--- src/rtl/recovery_arbiter_pkg.sv ---
// Shared recovery types: the arbiter phase encoding and the RefetchType codes
// carried by every recovery request.
package recovery_arbiter_pkg;

    typedef enum logic [1:0] {
        PH_COMMIT    = 2'd0,
        PH_RECOVER_0 = 2'd1,
        PH_RECOVER_1 = 2'd2
    } recovery_phase_e;

    typedef enum logic [2:0] {
        RT_THIS_PC        = 3'd0,
        RT_NEXT_PC        = 3'd1,
        RT_BRANCH_TARGET  = 3'd2,
        RT_STORE_NEXT_PC  = 3'd3,
        RT_THIS_PC_TO_CSR = 3'd4,
        RT_NEXT_PC_TO_CSR = 3'd5
    } refetch_type_e;

    function automatic logic is_csr_type(input logic [2:0] t);
        return (t == RT_THIS_PC_TO_CSR) || (t == RT_NEXT_PC_TO_CSR);
    endfunction

endpackage

--- src/rtl/recovery_arbiter_age_select.sv ---
// Combinational oldest-valid picker: age is the ActiveList distance from the head,
// smallest age wins, ties go to the lowest source index.
module recovery_age_select #(
    parameter int  NUM_SRC  = 3,
    parameter int  AL_DEPTH = 64,
    localparam int AL_IDX_W = $clog2(AL_DEPTH),
    localparam int SRC_W    = (NUM_SRC > 1) ? $clog2(NUM_SRC) : 1
) (
    input  logic [NUM_SRC-1:0]          req_valid_i,
    input  logic [NUM_SRC*AL_IDX_W-1:0] req_al_ptr_i,
    input  logic [AL_IDX_W-1:0]         head_ptr_i,
    output logic                        any_valid_o,
    output logic [SRC_W-1:0]            oldest_src_o
);

    logic [AL_IDX_W-1:0] age [NUM_SRC];
    logic [AL_IDX_W-1:0] best_age;

    // Explicit wrap keeps the distance correct when AL_DEPTH is not a power of two.
    function automatic logic [AL_IDX_W-1:0] wrap_age(input logic [AL_IDX_W-1:0] p,
                                                      input logic [AL_IDX_W-1:0] h);
        logic [AL_IDX_W:0] diff;
        if (p >= h) diff = {1'b0, p} - {1'b0, h};
        else        diff = {1'b0, p} + (AL_IDX_W+1)'(AL_DEPTH) - {1'b0, h};
        return diff[AL_IDX_W-1:0];
    endfunction

    always_comb begin
        for (int i = 0; i < NUM_SRC; i++) begin
            age[i] = wrap_age(req_al_ptr_i[i*AL_IDX_W +: AL_IDX_W], head_ptr_i);
        end
    end

    always_comb begin
        any_valid_o  = 1'b0;
        oldest_src_o = '0;
        best_age     = '0;
        for (int i = 0; i < NUM_SRC; i++) begin
            if (req_valid_i[i] && (!any_valid_o || (age[i] < best_age))) begin
                any_valid_o  = 1'b1;
                oldest_src_o = SRC_W'(i);
                best_age     = age[i];
            end
        end
    end

endmodule

--- src/rtl/recovery_arbiter.sv ---
// Recovery arbiter: grants one recovery per COMMIT cycle (commit stage first, else the
// oldest ActiveList op) and sequences COMMIT -> RECOVER_0 -> RECOVER_1 -> COMMIT.
module recovery_arbiter
    import recovery_arbiter_pkg::*;
#(
    parameter int  NUM_SRC     = 3,
    parameter int  ADDR_WIDTH  = 32,
    parameter int  AL_DEPTH    = 64,
    parameter int  INSN_BYTES  = 4,
    parameter int  WDOG_CYCLES = 1024,
    localparam int AL_IDX_W    = $clog2(AL_DEPTH),
    localparam int SRC_W       = (NUM_SRC > 1) ? $clog2(NUM_SRC) : 1
) (
    input  logic                          clk,
    input  logic                          rst,
    input  logic [NUM_SRC-1:0]            req_valid,
    input  logic [NUM_SRC*AL_IDX_W-1:0]   req_al_ptr,
    input  logic [NUM_SRC*3-1:0]          req_refetch_type,
    input  logic [NUM_SRC*ADDR_WIDTH-1:0] req_pc,
    input  logic [AL_IDX_W-1:0]           al_head_ptr,
    input  logic [AL_IDX_W-1:0]           al_flush_tail_ptr,
    input  logic [ADDR_WIDTH-1:0]         csr_target,
    input  logic                          rmt_busy,
    input  logic                          iq_busy,
    input  logic                          replay_flushed,
    input  logic                          wakeup_flushed,
    output logic [1:0]                    phase,
    output logic                          to_recovery_phase,
    output logic                          to_commit_phase,
    output logic                          recovery_from_commit,
    output logic [SRC_W-1:0]              winner_src,
    output logic [ADDR_WIDTH-1:0]         recovered_pc,
    output logic [AL_IDX_W-1:0]           flush_head_ptr,
    output logic [AL_IDX_W-1:0]           flush_tail_ptr,
    output logic                          sq_tail_inc,
    output logic                          csr_trigger,
    output logic                          unable_to_start,
    output logic                          watchdog_err,
    output logic [31:0]                   recovery_count
);

    localparam int WDOG_W = ($clog2(WDOG_CYCLES + 1) > 0) ? $clog2(WDOG_CYCLES + 1) : 1;

    recovery_phase_e       phase_q, phase_d;
    logic [ADDR_WIDTH-1:0] pc_q, pc_d;
    logic [2:0]            type_q, type_d;
    logic [AL_IDX_W-1:0]   ptr_q, ptr_d;
    logic [AL_IDX_W-1:0]   tail_q, tail_d;
    logic [SRC_W-1:0]      src_q, src_d;
    logic                  from_commit_q, from_commit_d;
    logic [WDOG_W-1:0]     wdog_cnt_q, wdog_cnt_d;
    logic                  wdog_err_q, wdog_err_d;
    logic [31:0]           rec_cnt_q, rec_cnt_d;

    logic                  any_valid;
    logic [SRC_W-1:0]      pick_src;
    logic [SRC_W-1:0]      win_src;
    logic [2:0]            win_type;
    logic                  busy;
    logic                  wdog_hit;
    logic [AL_IDX_W-1:0]   ptr_inc;

    // Only the commit stage may raise CSR traps; CSR (and unused) codes elsewhere refetch this PC.
    function automatic logic [2:0] canon_type(input logic [2:0] t, input logic from_src0);
        if (t > RT_NEXT_PC_TO_CSR)             return RT_THIS_PC;
        if (is_csr_type(t) && !from_src0)      return RT_THIS_PC;
        return t;
    endfunction

    function automatic logic [ADDR_WIDTH-1:0] refetch_pc(input logic [2:0]            t,
                                                          input logic [ADDR_WIDTH-1:0] pc,
                                                          input logic [ADDR_WIDTH-1:0] csr);
        case (t)
            RT_NEXT_PC, RT_STORE_NEXT_PC:         return pc + ADDR_WIDTH'(INSN_BYTES);
            RT_THIS_PC_TO_CSR, RT_NEXT_PC_TO_CSR: return csr;
            default:                              return pc;
        endcase
    endfunction

    recovery_age_select #(
        .NUM_SRC  (NUM_SRC),
        .AL_DEPTH (AL_DEPTH)
    ) u_age_select (
        .req_valid_i  (req_valid),
        .req_al_ptr_i (req_al_ptr),
        .head_ptr_i   (al_head_ptr),
        .any_valid_o  (any_valid),
        .oldest_src_o (pick_src)
    );

    assign busy     = rmt_busy | iq_busy;
    assign win_src  = req_valid[0] ? '0 : pick_src;
    assign win_type = canon_type(req_refetch_type[int'(win_src)*3 +: 3], (win_src == '0));
    assign wdog_hit = (({1'b0, wdog_cnt_q} + 1'b1) >= (WDOG_W+1)'(WDOG_CYCLES));
    assign ptr_inc  = (ptr_q == AL_IDX_W'(AL_DEPTH - 1)) ? '0 : ptr_q + 1'b1;

    always_comb begin
        phase_d       = phase_q;
        pc_d          = pc_q;
        type_d        = type_q;
        ptr_d         = ptr_q;
        tail_d        = tail_q;
        src_d         = src_q;
        from_commit_d = from_commit_q;
        wdog_cnt_d    = wdog_cnt_q;
        wdog_err_d    = wdog_err_q;
        rec_cnt_d     = rec_cnt_q;
        case (phase_q)
            PH_COMMIT: begin
                if (any_valid) begin
                    phase_d       = PH_RECOVER_0;
                    pc_d          = req_pc[int'(win_src)*ADDR_WIDTH +: ADDR_WIDTH];
                    type_d        = win_type;
                    ptr_d         = req_al_ptr[int'(win_src)*AL_IDX_W +: AL_IDX_W];
                    tail_d        = al_flush_tail_ptr;
                    src_d         = win_src;
                    from_commit_d = (win_src == '0);
                end
            end
            PH_RECOVER_0: begin
                phase_d    = PH_RECOVER_1;
                wdog_cnt_d = '0;
            end
            PH_RECOVER_1: begin
                // The watchdog only flags a hang; recovery still waits for RMT/IQ.
                if (wdog_cnt_q != WDOG_W'(WDOG_CYCLES)) wdog_cnt_d = wdog_cnt_q + 1'b1;
                if (wdog_hit) wdog_err_d = 1'b1;
                if (!busy) begin
                    phase_d   = PH_COMMIT;
                    rec_cnt_d = rec_cnt_q + 1'b1;
                end
            end
            default: phase_d = PH_COMMIT;
        endcase
    end

    always_ff @(posedge clk) begin
        if (rst) begin
            phase_q       <= PH_COMMIT;
            pc_q          <= '0;
            type_q        <= '0;
            ptr_q         <= '0;
            tail_q        <= '0;
            src_q         <= '0;
            from_commit_q <= 1'b0;
            wdog_cnt_q    <= '0;
            wdog_err_q    <= 1'b0;
            rec_cnt_q     <= '0;
        end else begin
            phase_q       <= phase_d;
            pc_q          <= pc_d;
            type_q        <= type_d;
            ptr_q         <= ptr_d;
            tail_q        <= tail_d;
            src_q         <= src_d;
            from_commit_q <= from_commit_d;
            wdog_cnt_q    <= wdog_cnt_d;
            wdog_err_q    <= wdog_err_d;
            rec_cnt_q     <= rec_cnt_d;
        end
    end

    assign phase                = phase_q;
    assign to_recovery_phase    = (phase_q == PH_RECOVER_0);
    assign to_commit_phase      = (phase_q == PH_RECOVER_1) && !busy;
    assign recovery_from_commit = from_commit_q;
    assign winner_src           = src_q;
    assign recovered_pc         = (phase_q == PH_RECOVER_0) ? refetch_pc(type_q, pc_q, csr_target) : '0;
    assign flush_head_ptr       = ((type_q == RT_THIS_PC) || (type_q == RT_THIS_PC_TO_CSR)) ? ptr_q : ptr_inc;
    assign flush_tail_ptr       = tail_q;
    assign sq_tail_inc          = (type_q == RT_STORE_NEXT_PC);
    assign csr_trigger          = (phase_q == PH_RECOVER_0) && is_csr_type(type_q) && (src_q == '0);
    assign unable_to_start      = (phase_q != PH_COMMIT) | busy | replay_flushed | wakeup_flushed;
    assign watchdog_err         = wdog_err_q;
    assign recovery_count       = rec_cnt_q;

endmodule

--- config.mk ---
export PLATFORM = sky130hd
export DESIGN_NAME = recovery_arbiter
export DESIGN_NICKNAME = d
export VERILOG_FILES = /design/src/rtl/recovery_arbiter_pkg.sv /design/src/rtl/recovery_arbiter_age_select.sv /design/src/rtl/recovery_arbiter.sv
export SDC_FILE = /design/constraint.sdc
export NUM_CORES = 1
export LEC_CHECK = 0
export BUFFER_PORTS_ARGS = -buffer_cell sky130_fd_sc_hd__buf_4
export CORE_MARGIN = 1.5
export CORE_UTILIZATION = 51
export DETAILED_ROUTE_END_ITERATION = 7
export GPL_TIMING_DRIVEN = 0
export PLACE_DENSITY = 0.82
export SYNTH_ARGS = -nofsm -noshare
export SYNTH_HDL_FRONTEND = slang
export SYNTH_SLANG_ARGS = --single-unit
--- constraint.sdc ---
create_clock -name clk -period 6.75 [get_ports clk]
set_clock_uncertainty 0.2 [all_clocks]
set_input_delay 0.675 -clock clk [delete_from_list [all_inputs] [get_ports clk]]
set_output_delay 0.675 -clock clk [all_outputs]
set_load 0.05 [all_outputs]
==> impl_metrics.csv, run 1 <==
group,metric,value,unit
hold_path,min_from,"watchdog_err",
grt,grtUsageMet1,45.62,%
flow_run,drv_cap,0,
drt,drc,0,
setup_path,startpoint,"al_head_ptr[1]",
place,hpwl,19630,um
power,powerDensity,200.4,nW/um2
grt,grt_pass1_wl,39340,um
cts,clkLatencyLatePin,350,ps
setup_path,cp_cell_sequence,"buf_4 -> inv_1 -> ha_1 -> nor2b_1 -> o21ai_0 -> a21boi_0 -> or4_1 -> nand3_1 -> inv_1 -> ha_1 -> nand4_1 -> o2111ai_1 -> o22ai_1 -> nand2b_1 -> o21ai_0 -> ha_1 -> nand4_1 -> a21oi_1 -> o31ai_1 -> nand2_1 -> buf_2 -> mux2i_1 -> o31ai_1",
cells_and_area,fin_util,71.06,%
setup_path,path_buf_inv,4,
setup_path,cp.arrival,5960,ps
cells_and_area,synthToLayoutAreaGrowth,34.99,%
cts,cts_max_level,3,
timing,rsz0062_at_grt,"false",
cells_and_area,n_fill_cell,1172,
setup_path,slowest_stage,"or4_1",
cts,clock_sinks,96,
yosys,synth_common_cells,"96 x dfxtp_1, 95 x nor2_1, 77 x nand2_1",
timing,worstMarginPinSlew,807.4,ps
yosys,yosysSeqAreaShare,27.35,%
hold_path,min_to,"watchdog_err",
yosys,syn-instance-count,902,
place,io_buffer_count,261,
cts,cts_tree,"built",
cells_and_area,nets,1383,
setup_path,crit_path_max_fanout,10,
cts,cts_root_buf,"clkbuf_16",
floorplanning,die_area,14490,um2
timing,fin_crit,5948,ps
power,leakagePower,4.079,nW
cts,cts_hold_buf,0,
cells_and_area,fin_area,9485,um2
timing,fmaxAchievable,0.1681,GHz
hold_path,worst_hold_path.num_cells,2,
place,placed_cells,1339,
yosys,ys_seq_elements,96,
grt,grt-ovfl-total,0,
floorplanning,chipWidth,120.4,um
yosys,synth_area_leaders,"dfxtp_1 27%, mux2i_1 5.7%, ha_1 5.3%",
timing,fin_tns_setup,0,ps
cells_and_area,fin_cells,1355,
cts,clk_pin_slew,70,ps
setup_path,worst-r2r-cell-count,7,
drt,via_per_inst,6.111,
place,placed_area,9206,um2
drt,detail-route-antenna-nets,0,
timing,period_share,88.12,%
cells_and_area,drive_above_1_share,25.95,%
setup_path,crit_path_start_kind,"primary input",
drt,num_vias,8281,
setup_path,cp_top_family,"simple AND/OR/NAND/NOR gates",
cts,cts.path.max_buffers,2,
setup_path,cpMostUsedCell,"ha_1",
run_status,outcome,"finished clean",
timing,hold_ws,248.5,ps
yosys,syn_avg_cell_area,7.790,um2
timing,slew_headroom,45.68,%
grt,grt_use_total,34.13,%
yosys,synth_top_area_cell,"dfxtp_1",
floorplanning,die_h,120.4,um
setup_path,r2r-end,"winner_src[0]",
yosys,synth_area,7027,um2
drt,drt-wirelength-per-cell,18.57,um
cts,cts_resized,0,
grt,grt_util_met2,54.05,%
power,peakVddDrop,0.0001760,V
yosys,synth_nets,1111,
yosys,synth_edf_count,0,
timing,hold_violations,0,
grt,gr-max-usage-layer,"met2",
setup_path,reg2reg_from,"phase[0]",
floorplanning,fp-row-count,42,
cts,cts_buffers,9,
place,gp_congestion,0.9584,
setup_path,cpPeakStageDelay,480,ps
floorplanning,ios,263,
drt,first_pass_iters,5,
place,place_ws,451.2,ps
timing,finalSetupViolCount,0,
power,power,1.901,mW
setup_path,cp_data_required_time,6760,ps
hold_path,holdCritPathClass,"flop to flop",
yosys,synth_top_cell_area_share,27.35,%
grt,grt_max_degree,18,
yosys,yosysUniqueCellTypes,66,
cells_and_area,antenna_cells,0,
yosys,ys.flop_type,"dfxtp_1",
grt,grt_pass1_vias,7636,
grt,antenna_found_initial,0,
timing,worst_slack,802.2,ps
setup_path,critical_path_class,"primary input to flop",
setup_path,r2r_slack,3980,ps
drt,drt_iter0_markers,900,
cts,post_cts_buffers,0,
timing,drv_slew,0,
floorplanning,start_util,52.64,%
floorplanning,coreArea,13350,um2
setup_path,worstSetupEndpointType,"flop",
yosys,yosys_warnings,0,
grt,use_met3,8.302,%
yosys,async_reset_ff_share,0,%
yosys,synth_most_common_cell,"dfxtp_1",
drt,wirelength,25170,um
[power by group]
part	internal, mW	switching, mW	leakage [nW]
logic	0.283	0.450	3.15
registers	0.613	0.0542	0.784
clock network	0.257	0.244	0.141
[area by class of cell]
| class | count | area, um2 | share of cell area [%] |
|---|---|---|---|
| multi-input cells | 708 | 4708 | 49.64 |
| flip-flops and latches | 96 | 1922 | 20.26 |
| clock inverters | 6 | 50.05 | 0.5276 |
| repair buffers | 261 | 1959 | 20.66 |
| inverters | 33 | 123.9 | 1.306 |
| well taps | 176 | 220.2 | 2.322 |
| clock buffers | 10 | 229.0 | 2.414 |
| plain buffers | 65 | 272.8 | 2.876 |
[per-layer routing]
metal / share of wire [%] / wire length (um)
met1: 41 / 10410
met2: 45 / 11450
met3: 9.9 / 2488
met4: 3.3 / 821
met5: 0 / 0
[worst register-to-register path, delay by kind of cell (launching register included)]
| family | cells | cell delay (ps) |
|---|---|---|
| compound gates | 2 | 520 |
| buf+inv | 3 | 1100 |
| flops | 1 | 320 |
| simple gates | 2 | 530 |
[cell usage in the layout (no fill, tap or decap), types with 15 or more instances in the layout]
cell / count
clkbuf_1: 51
nand3_1: 35
nand4_1: 15
nand2_1: 77
inv_1: 33
and3_1: 53
mux2i_1: 40
a32oi_1: 37
a21oi_1: 51
buf_4: 263
dfxtp_1: 96
xor2_1: 32
o21ai_0: 31
ha_1: 30
nor2_1: 95
nor3_1: 16
o31ai_1: 41
[cell families after synthesis]
group	after synthesis	share of synthesized area, %
buffers and inverters	98	5.644
AO/OA/AOI/OAI	237	23.75
flip-flops	96	27.35
AND/OR/NAND/NOR	349	25.11
XOR/XNOR	45	5.609
adder cells (fa/ha/maj)	33	6.197
multiplexers	44	6.339
[registers in the layout (all words and copies together) (netlist names)]
signal / cells
pc_q: 32
recovery_count: 32
wdog_cnt_q: 11
flush_tail_ptr: 6
ptr_q: 6
type_q: 3
phase: 2
winner_src: 2
recovery_from_commit: 1
watchdog_err: 1
[worst max path at each step]
stage / slack (ps) / to / cells past startpoint
6_report: 800 / pc_q[25] / 23
2_1_floorplan: 1360 / pc_q[12] / 22
5_1_grt: 400 / pc_q[13] / 23
3_3_place_gp: 530 / pc_q[27] / 23
3_5_place_dp: 450 / pc_q[27] / 23
4_1_cts: 820 / pc_q[15] / 23
(Power assumes the default switching activity.)
==> inputs of run 2 (changes only) <==
--- a/config.mk
+++ b/config.mk
@@ -11,6 +11,7 @@
 export DETAILED_ROUTE_END_ITERATION = 7
 export GPL_TIMING_DRIVEN = 0
 export PLACE_DENSITY = 0.82
+export RECOVER_POWER = 50
 export SYNTH_ARGS = -nofsm -noshare
 export SYNTH_HDL_FRONTEND = slang
 export SYNTH_SLANG_ARGS = --single-unit
==> constraint.sdc (replaced) <==
create_clock -name clk -period 6.3 [get_ports clk]
set_clock_uncertainty 0.2 [all_clocks]
set_input_delay 0.63 -clock clk [delete_from_list [all_inputs] [get_ports clk]]
set_output_delay 0.63 -clock clk [all_outputs]
set_load 0.05 [all_outputs]
==> run 2 against run 1 <==
Net effect: the flow now finishes with violations (capacitance limit, slew limit); sequential share of layout area increased by 0.42 points; utilization decreased by 1.5 points; count of clock-buffer cells in the layout unchanged; routed wire length increased by 0.49%; total power increased by 6.7%; sequential power increased by 7.0%; register-to-register slack got worse by 1200 ps; clock power increased by 7.2%; sequential cell count unchanged; worst setup slack got worse by 300 ps; critical path type unchanged; critical endpoint unchanged; largest power group unchanged.
==> impl_metrics.csv, run 2 (synthesis gave the netlist of run 1 again) <==
group,metric,value,unit
run_status,outcome,"finished with violations",
run_status,violations,"capacitance limit, slew limit",
timing,drv_slew,9,
cts,cts_root_buf,"clkbuf_16",
place,placed_cells,1339,
place,hpwl,19630,um
place,io_buffer_count,261,
timing,fin_tns_setup,0,ps
grt,grt_use_total,34.13,%
cells_and_area,n_fill_cell,1206,
drt,wirelength,25290,um
cells_and_area,fin_cells,1355,
timing,hold_violations,0,
cts,post_cts_buffers,0,
grt,grt-ovfl-total,0,
power,combinationalPowerShare,38.3,%
cts,clk_pin_slew,70,ps
cells_and_area,final_common_cell,"buf_4",
place,gp_congestion,0.9584,
drt,num_vias,8256,
cts,cts.path.max_buffers,2,
power,peakVddDrop,0.0001880,V
setup_path,cp_data_required_time,6320,ps
timing,worstMarginPinSlew,1506,ps
grt,antenna_found_initial,0,
power,p_seq_share,35.2,%
drt,first_pass_iters,8,
timing,slew_headroom,-1.800,%
cells_and_area,seq_area,1922,um2
setup_path,crit_path_max_fanout,10,
power,internal_power,1.226,mW
hold_path,holdCritPathClass,"flop to flop",
cts,clock_sinks,96,
cts,cts_buffers,9,
floorplanning,coreArea,13350,um2
floorplanning,die_area,14490,um2
cells_and_area,fin_util,69.61,%
setup_path,cp_cell_sequence,"buf_4 -> inv_1 -> ha_1 -> nor2b_1 -> o21ai_0 -> a21boi_0 -> or4_1 -> nand3_1 -> inv_1 -> ha_1 -> nand4_1 -> nor3_1 -> o22ai_2 -> o21a_1 -> ha_1 -> nand4_1 -> a21oi_1 -> o31ai_1 -> nand2_1 -> buf_2 -> mux2i_1 -> o31ai_1",
timing,fmaxAchievable,0.1723,GHz
flow_run,drv_cap,1,
setup_path,worstSetupEndpointType,"flop",
drt,drc,0,
cts,clkLatencyLatePin,350,ps
grt,grt_pass1_vias,7636,
floorplanning,chipWidth,120.4,um
cells_and_area,mostFrequentLayoutCells,"214 x buf_4, 102 x clkbuf_1, 96 x dfxtp_1",
floorplanning,die_h,120.4,um
setup_path,critical_path_class,"primary input to flop",
power,powerDensity,218.2,nW/um2
drt,drt_iter0_markers,823,
setup_path,cpPeakStageDelay,490,ps
timing,rsz0062_at_grt,"false",
power,clockPowerShare,26.5,%
floorplanning,start_util,52.64,%
cells_and_area,drive_above_1_share,21.71,%
power,p_switching,0.8012,mW
drt,detail-route-antenna-nets,0,
setup_path,cpMostUsedCell,"ha_1",
cts,cts_max_level,3,
grt,grt_pass1_wl,39340,um
timing,finalSetupViolCount,0,
setup_path,cp.arrival,5820,ps
timing,fin_crit,5803,ps
cells_and_area,nets,1383,
power,leakagePower,3.868,nW
cells_and_area,synthToLayoutAreaGrowth,32.23,%
timing,period_share,92.11,%
drt,drt-wirelength-per-cell,18.66,um
drt,via_per_inst,6.093,
cells_and_area,multi_input_area,4700,um2
floorplanning,fp-row-count,42,
cts,cts_hold_buf,0,
grt,grt_max_degree,18,
power,p_sw_share,39.52,%
floorplanning,ios,263,
cells_and_area,antenna_cells,0,
setup_path,crit_path_start_kind,"primary input",
cts,cts_tree,"built",
setup_path,slowest_stage,"nand2_1",
-- run 2: cell types whose count changed in the layout (fill, tap and decap cells not counted), sizes merged --
cell / before / now
buf: 276 / 225
clkbuf: 60 / 111
-- run 2: metrics by stage --
| step | power, mW | hold WS, ps | instance area (um2) | worst slack, ps |
|---|---|---|---|---|
| global placement | 1.482 | 237.0 | 9206 | 125.8 |
| finish | 2.027 | 245.4 | 9291 | 497.4 |
| CTS | 2.024 | 250.1 | 9485 | 417.5 |
| floorplan | 1.213 | 256.0 | 7027 | 957.2 |
| global route | 2.119 | 283.3 | 9291 | 166.7 |
| detailed placement | 1.494 | 240.8 | 9206 | 46.22 |
-- run 2: power by group through the flow --
stage / clock [mW] / sequential, mW / combinational (mW)
2_1_floorplan: 0 / 0.735 / 0.479
3_3_place_gp: 0 / 0.723 / 0.759
3_5_place_dp: 0 / 0.724 / 0.770
4_1_cts: 0.540 / 0.711 / 0.773
5_1_grt: 0.565 / 0.719 / 0.834
6_report: 0.537 / 0.714 / 0.776
-- run 2: metal layers --
metal,part of all wire [%],global-route usage (%)
met1,41,45.62
met2,45,54.05
met3,11,8.302
met4,3.1,11.18
met5,0,0
-- run 2: layout make-up --
class / instances / area share, %
flip-flops and latches: 96 / 20.68
multi-input cells: 708 / 50.58
repair buffers: 261 / 19.11
well taps: 176 / 2.370
clock inverters: 6 / 0.5386
inverters: 33 / 1.333
plain buffers: 65 / 2.922
clock buffers: 10 / 2.464
-- run 2: final timing paths --
| kind | startpoint | endpoint | slack [ps] | depth (start not counted) |
|---|---|---|---|---|
| worst max-delay path | al_head_ptr[1] | pc_q[25] | 500 | 22 |
| worst min-delay path | watchdog_err | watchdog_err | 250 | 2 |
| worst max register to register | phase[1] | recovery_count[27] | 2740 | 8 |
| worst min register to register | watchdog_err | watchdog_err | 250 | 2 |
-- run 2: critical path, delay by kind of cell --
| family | cells | cell delay, ps |
|---|---|---|
| buffers and inverters | 4 | 880 |
| AOI/OAI and AO/OA | 7 | 1250 |
| and+or+nand+nor | 7 | 1820 |
| muxes | 1 | 330 |
| adders and majority gates | 3 | 900 |
-- run 2: what timing repair did --
action | in CTS | in global routing
endpoints found under the setup margin | 0 | 2
hold endpoints to repair | 0 | 0
gates resized for setup | 0 | 1
==> inputs of run 3 (changes only) <==
--- a/config.mk
+++ b/config.mk
@@ -10,6 +10,7 @@
 export CORE_UTILIZATION = 51
 export DETAILED_ROUTE_END_ITERATION = 7
 export GPL_TIMING_DRIVEN = 0
+export MAX_ROUTING_LAYER = met4
 export PLACE_DENSITY = 0.82
 export RECOVER_POWER = 50
 export SYNTH_ARGS = -nofsm -noshare
==> constraint.sdc (replaced) <==
create_clock -name clk -period 6.5 [get_ports clk]
set_clock_uncertainty 0.2 [all_clocks]
set_input_delay 0.65 -clock clk [delete_from_list [all_inputs] [get_ports clk]]
set_output_delay 0.65 -clock clk [all_outputs]
set_load 0.05 [all_outputs]
==> run 3 against run 2 <==
Net effect: the run still ends with capacitance limit, slew limit left; highest routed layer unchanged; worst hold slack better by 3.8 ps; critical path type unchanged; die area stayed put; sequential power shrank 3.1%; sequential share of layout area fell by 0.086 points; largest power group unchanged; design area up 0.42%.
==> impl_metrics.csv, run 3 (synthesis gave the netlist of run 1 again) <==
group,metric,value,unit
place,gp_congestion,1.024,
run_status,violations,"capacitance limit, slew limit",
place,hpwl,19510,um
floorplanning,start_util,52.64,%
cts,clkLatencyLatePin,360,ps
timing,fin_crit,6019,ps
timing,period_share,92.60,%
drt,first_pass_iters,5,
grt,antenna_found_initial,0,
cts,clk_pin_slew,70,ps
cells_and_area,final_common_cell,"buf_4",
setup_path,cp.arrival,6070,ps
timing,drv_slew,9,
drt,num_vias,8243,
floorplanning,coreArea,13350,um2
setup_path,crit_path_max_fanout,10,
place,io_buffer_count,261,
floorplanning,ios,263,
drt,drt-wirelength-per-cell,18.56,um
floorplanning,die_area,14490,um2
power,p_sw_share,38.68,%
timing,fin_tns_setup,0,ps
setup_path,path_buf_inv,5,
cts,cts_root_buf,"clkbuf_16",
drt,wirelength,25140,um
cts,cts_tree,"built",
floorplanning,die_h,120.4,um
flow_run,drv_cap,1,
timing,worstMarginPinSlew,1632,ps
cells_and_area,fin_cells,1355,
hold_path,holdCritPathClass,"flop to flop",
floorplanning,fp-row-count,42,
setup_path,crit_path_start_kind,"primary input",
cells_and_area,antenna_cells,0,
cts,cts_buffers,9,
power,peakVddDrop,0.0001567,V
setup_path,critical_path_class,"primary input to flop",
drt,drc,0,
setup_path,cpMostUsedCell,"ha_1",
cts,clock_sinks,96,
grt,grt_max_degree,19,
power,powerDensity,216.6,nW/um2
cts,cts_resized,0,
cts,cts_hold_buf,0,
cts,cts.path.max_buffers,2,
cells_and_area,mostFrequentLayoutCells,"214 x buf_4, 101 x clkbuf_1, 96 x dfxtp_1",
drt,detail-route-antenna-nets,0,
setup_path,cpPeakStageDelay,610,ps
drt,via_per_inst,6.083,
power,combinationalPowerShare,37.0,%
run_status,outcome,"finished with violations",
power,p_switching,0.7819,mW
grt,grt_use_total,34.58,%
place,placed_cells,1339,
cells_and_area,nets,1383,
power,p_seq_share,34.3,%
grt,grt-ovfl-total,0,
timing,rsz0062_at_grt,"false",
timing,finalSetupViolCount,0,
cts,post_cts_buffers,0,
cells_and_area,drive_above_1_share,21.71,%
grt,grt_pass1_wl,38600,um
drt,drt_iter0_markers,862,
power,leakagePower,3.881,nW
timing,slew_headroom,-10.33,%
power,clockPowerShare,28.8,%
grt,grt_pass1_vias,7489,
setup_path,slowest_stage,"a2111oi_4",
timing,fmaxAchievable,0.1661,GHz
setup_path,cp_top_family,"compound AO/OA/AOI/OAI gates",
setup_path,cp_cell_sequence,"buf_4 -> inv_1 -> ha_1 -> nor2b_1 -> o21ai_0 -> a21boi_0 -> or4_1 -> nand3_1 -> inv_1 -> ha_1 -> nand4_1 -> o2111ai_1 -> o22ai_1 -> mux2i_1 -> ha_1 -> a21oi_1 -> o21ai_0 -> o21a_1 -> a2111oi_4 -> buf_2 -> buf_2 -> a32oi_1 -> o31ai_1",
timing,hold_violations,0,
power,internal_power,1.239,mW
setup_path,cp_data_required_time,6550,ps
setup_path,worstSetupEndpointType,"flop",
floorplanning,chipWidth,120.4,um
cells_and_area,synthToLayoutAreaGrowth,32.78,%
cts,cts_max_level,3,
[run 3: layer usage]
metal	share of wire [%]	GRT usage, %
met4	2.8	10.66
met2	46	54.12
met1	43	45.74
met5	0	-
met3	8.6	6.085
[run 3: path summary, 6_finish.rpt]
path | endpoint | cells past startpoint | start | slack (ps)
hold / removal | watchdog_err | 2 | watchdog_err | 250
setup / recovery | pc_q[15] | 23 | al_head_ptr[1] | 480
setup reg to reg | recovery_count[31] | 8 | phase[1] | 2820
hold reg to reg | watchdog_err | 2 | watchdog_err | 250
[run 3: worst register-to-register path, delay by kind of cell, from the launching register on]
family	cells	cell delay [ps]
AND/OR/NAND/NOR	5	2220
XOR/XNOR	1	160
buffers and inverters	2	650
flip-flops	1	330
[run 3: stage by stage]
| stage | util, % | setup slack, ps | hold WS [ps] | total power, mW | cell area [um2] |
|---|---|---|---|---|---|
| floorplan | - | 1137 | 256.0 | 1.176 | 7027 |
| global placement | 68.97 | 303.9 | 236.6 | 1.438 | 9206 |
| detailed placement | 68.97 | 164.3 | 241.6 | 1.448 | 9206 |
| CTS | 71.40 | 524.0 | 250.8 | 2.024 | 9530 |
| global route | 69.90 | 40.56 | 288.4 | 2.109 | 9330 |
| finish | 69.90 | 481.0 | 249.2 | 2.021 | 9330 |
[run 3: final cells by class]
cell class | instances | area (um2)
multi-input cells | 708 | 4693
fillers | 1213 | 4018
flip-flops and latches | 96 | 1922
repair buffers | 261 | 1775
plain buffers | 65 | 271.5
clock buffers | 10 | 239.0
well taps | 176 | 220.2
inverters | 33 | 123.9
clock inverters | 6 | 85.08
[run 3: power groups by stage]
stage	Clock (mW)	Combinational, mW	Sequential [mW]
3_5_place_dp	0	0.745	0.703
6_report	0.582	0.747	0.692
4_1_cts	0.587	0.748	0.689
2_1_floorplan	0	0.464	0.712
3_3_place_gp	0	0.736	0.702
5_1_grt	0.606	0.805	0.698
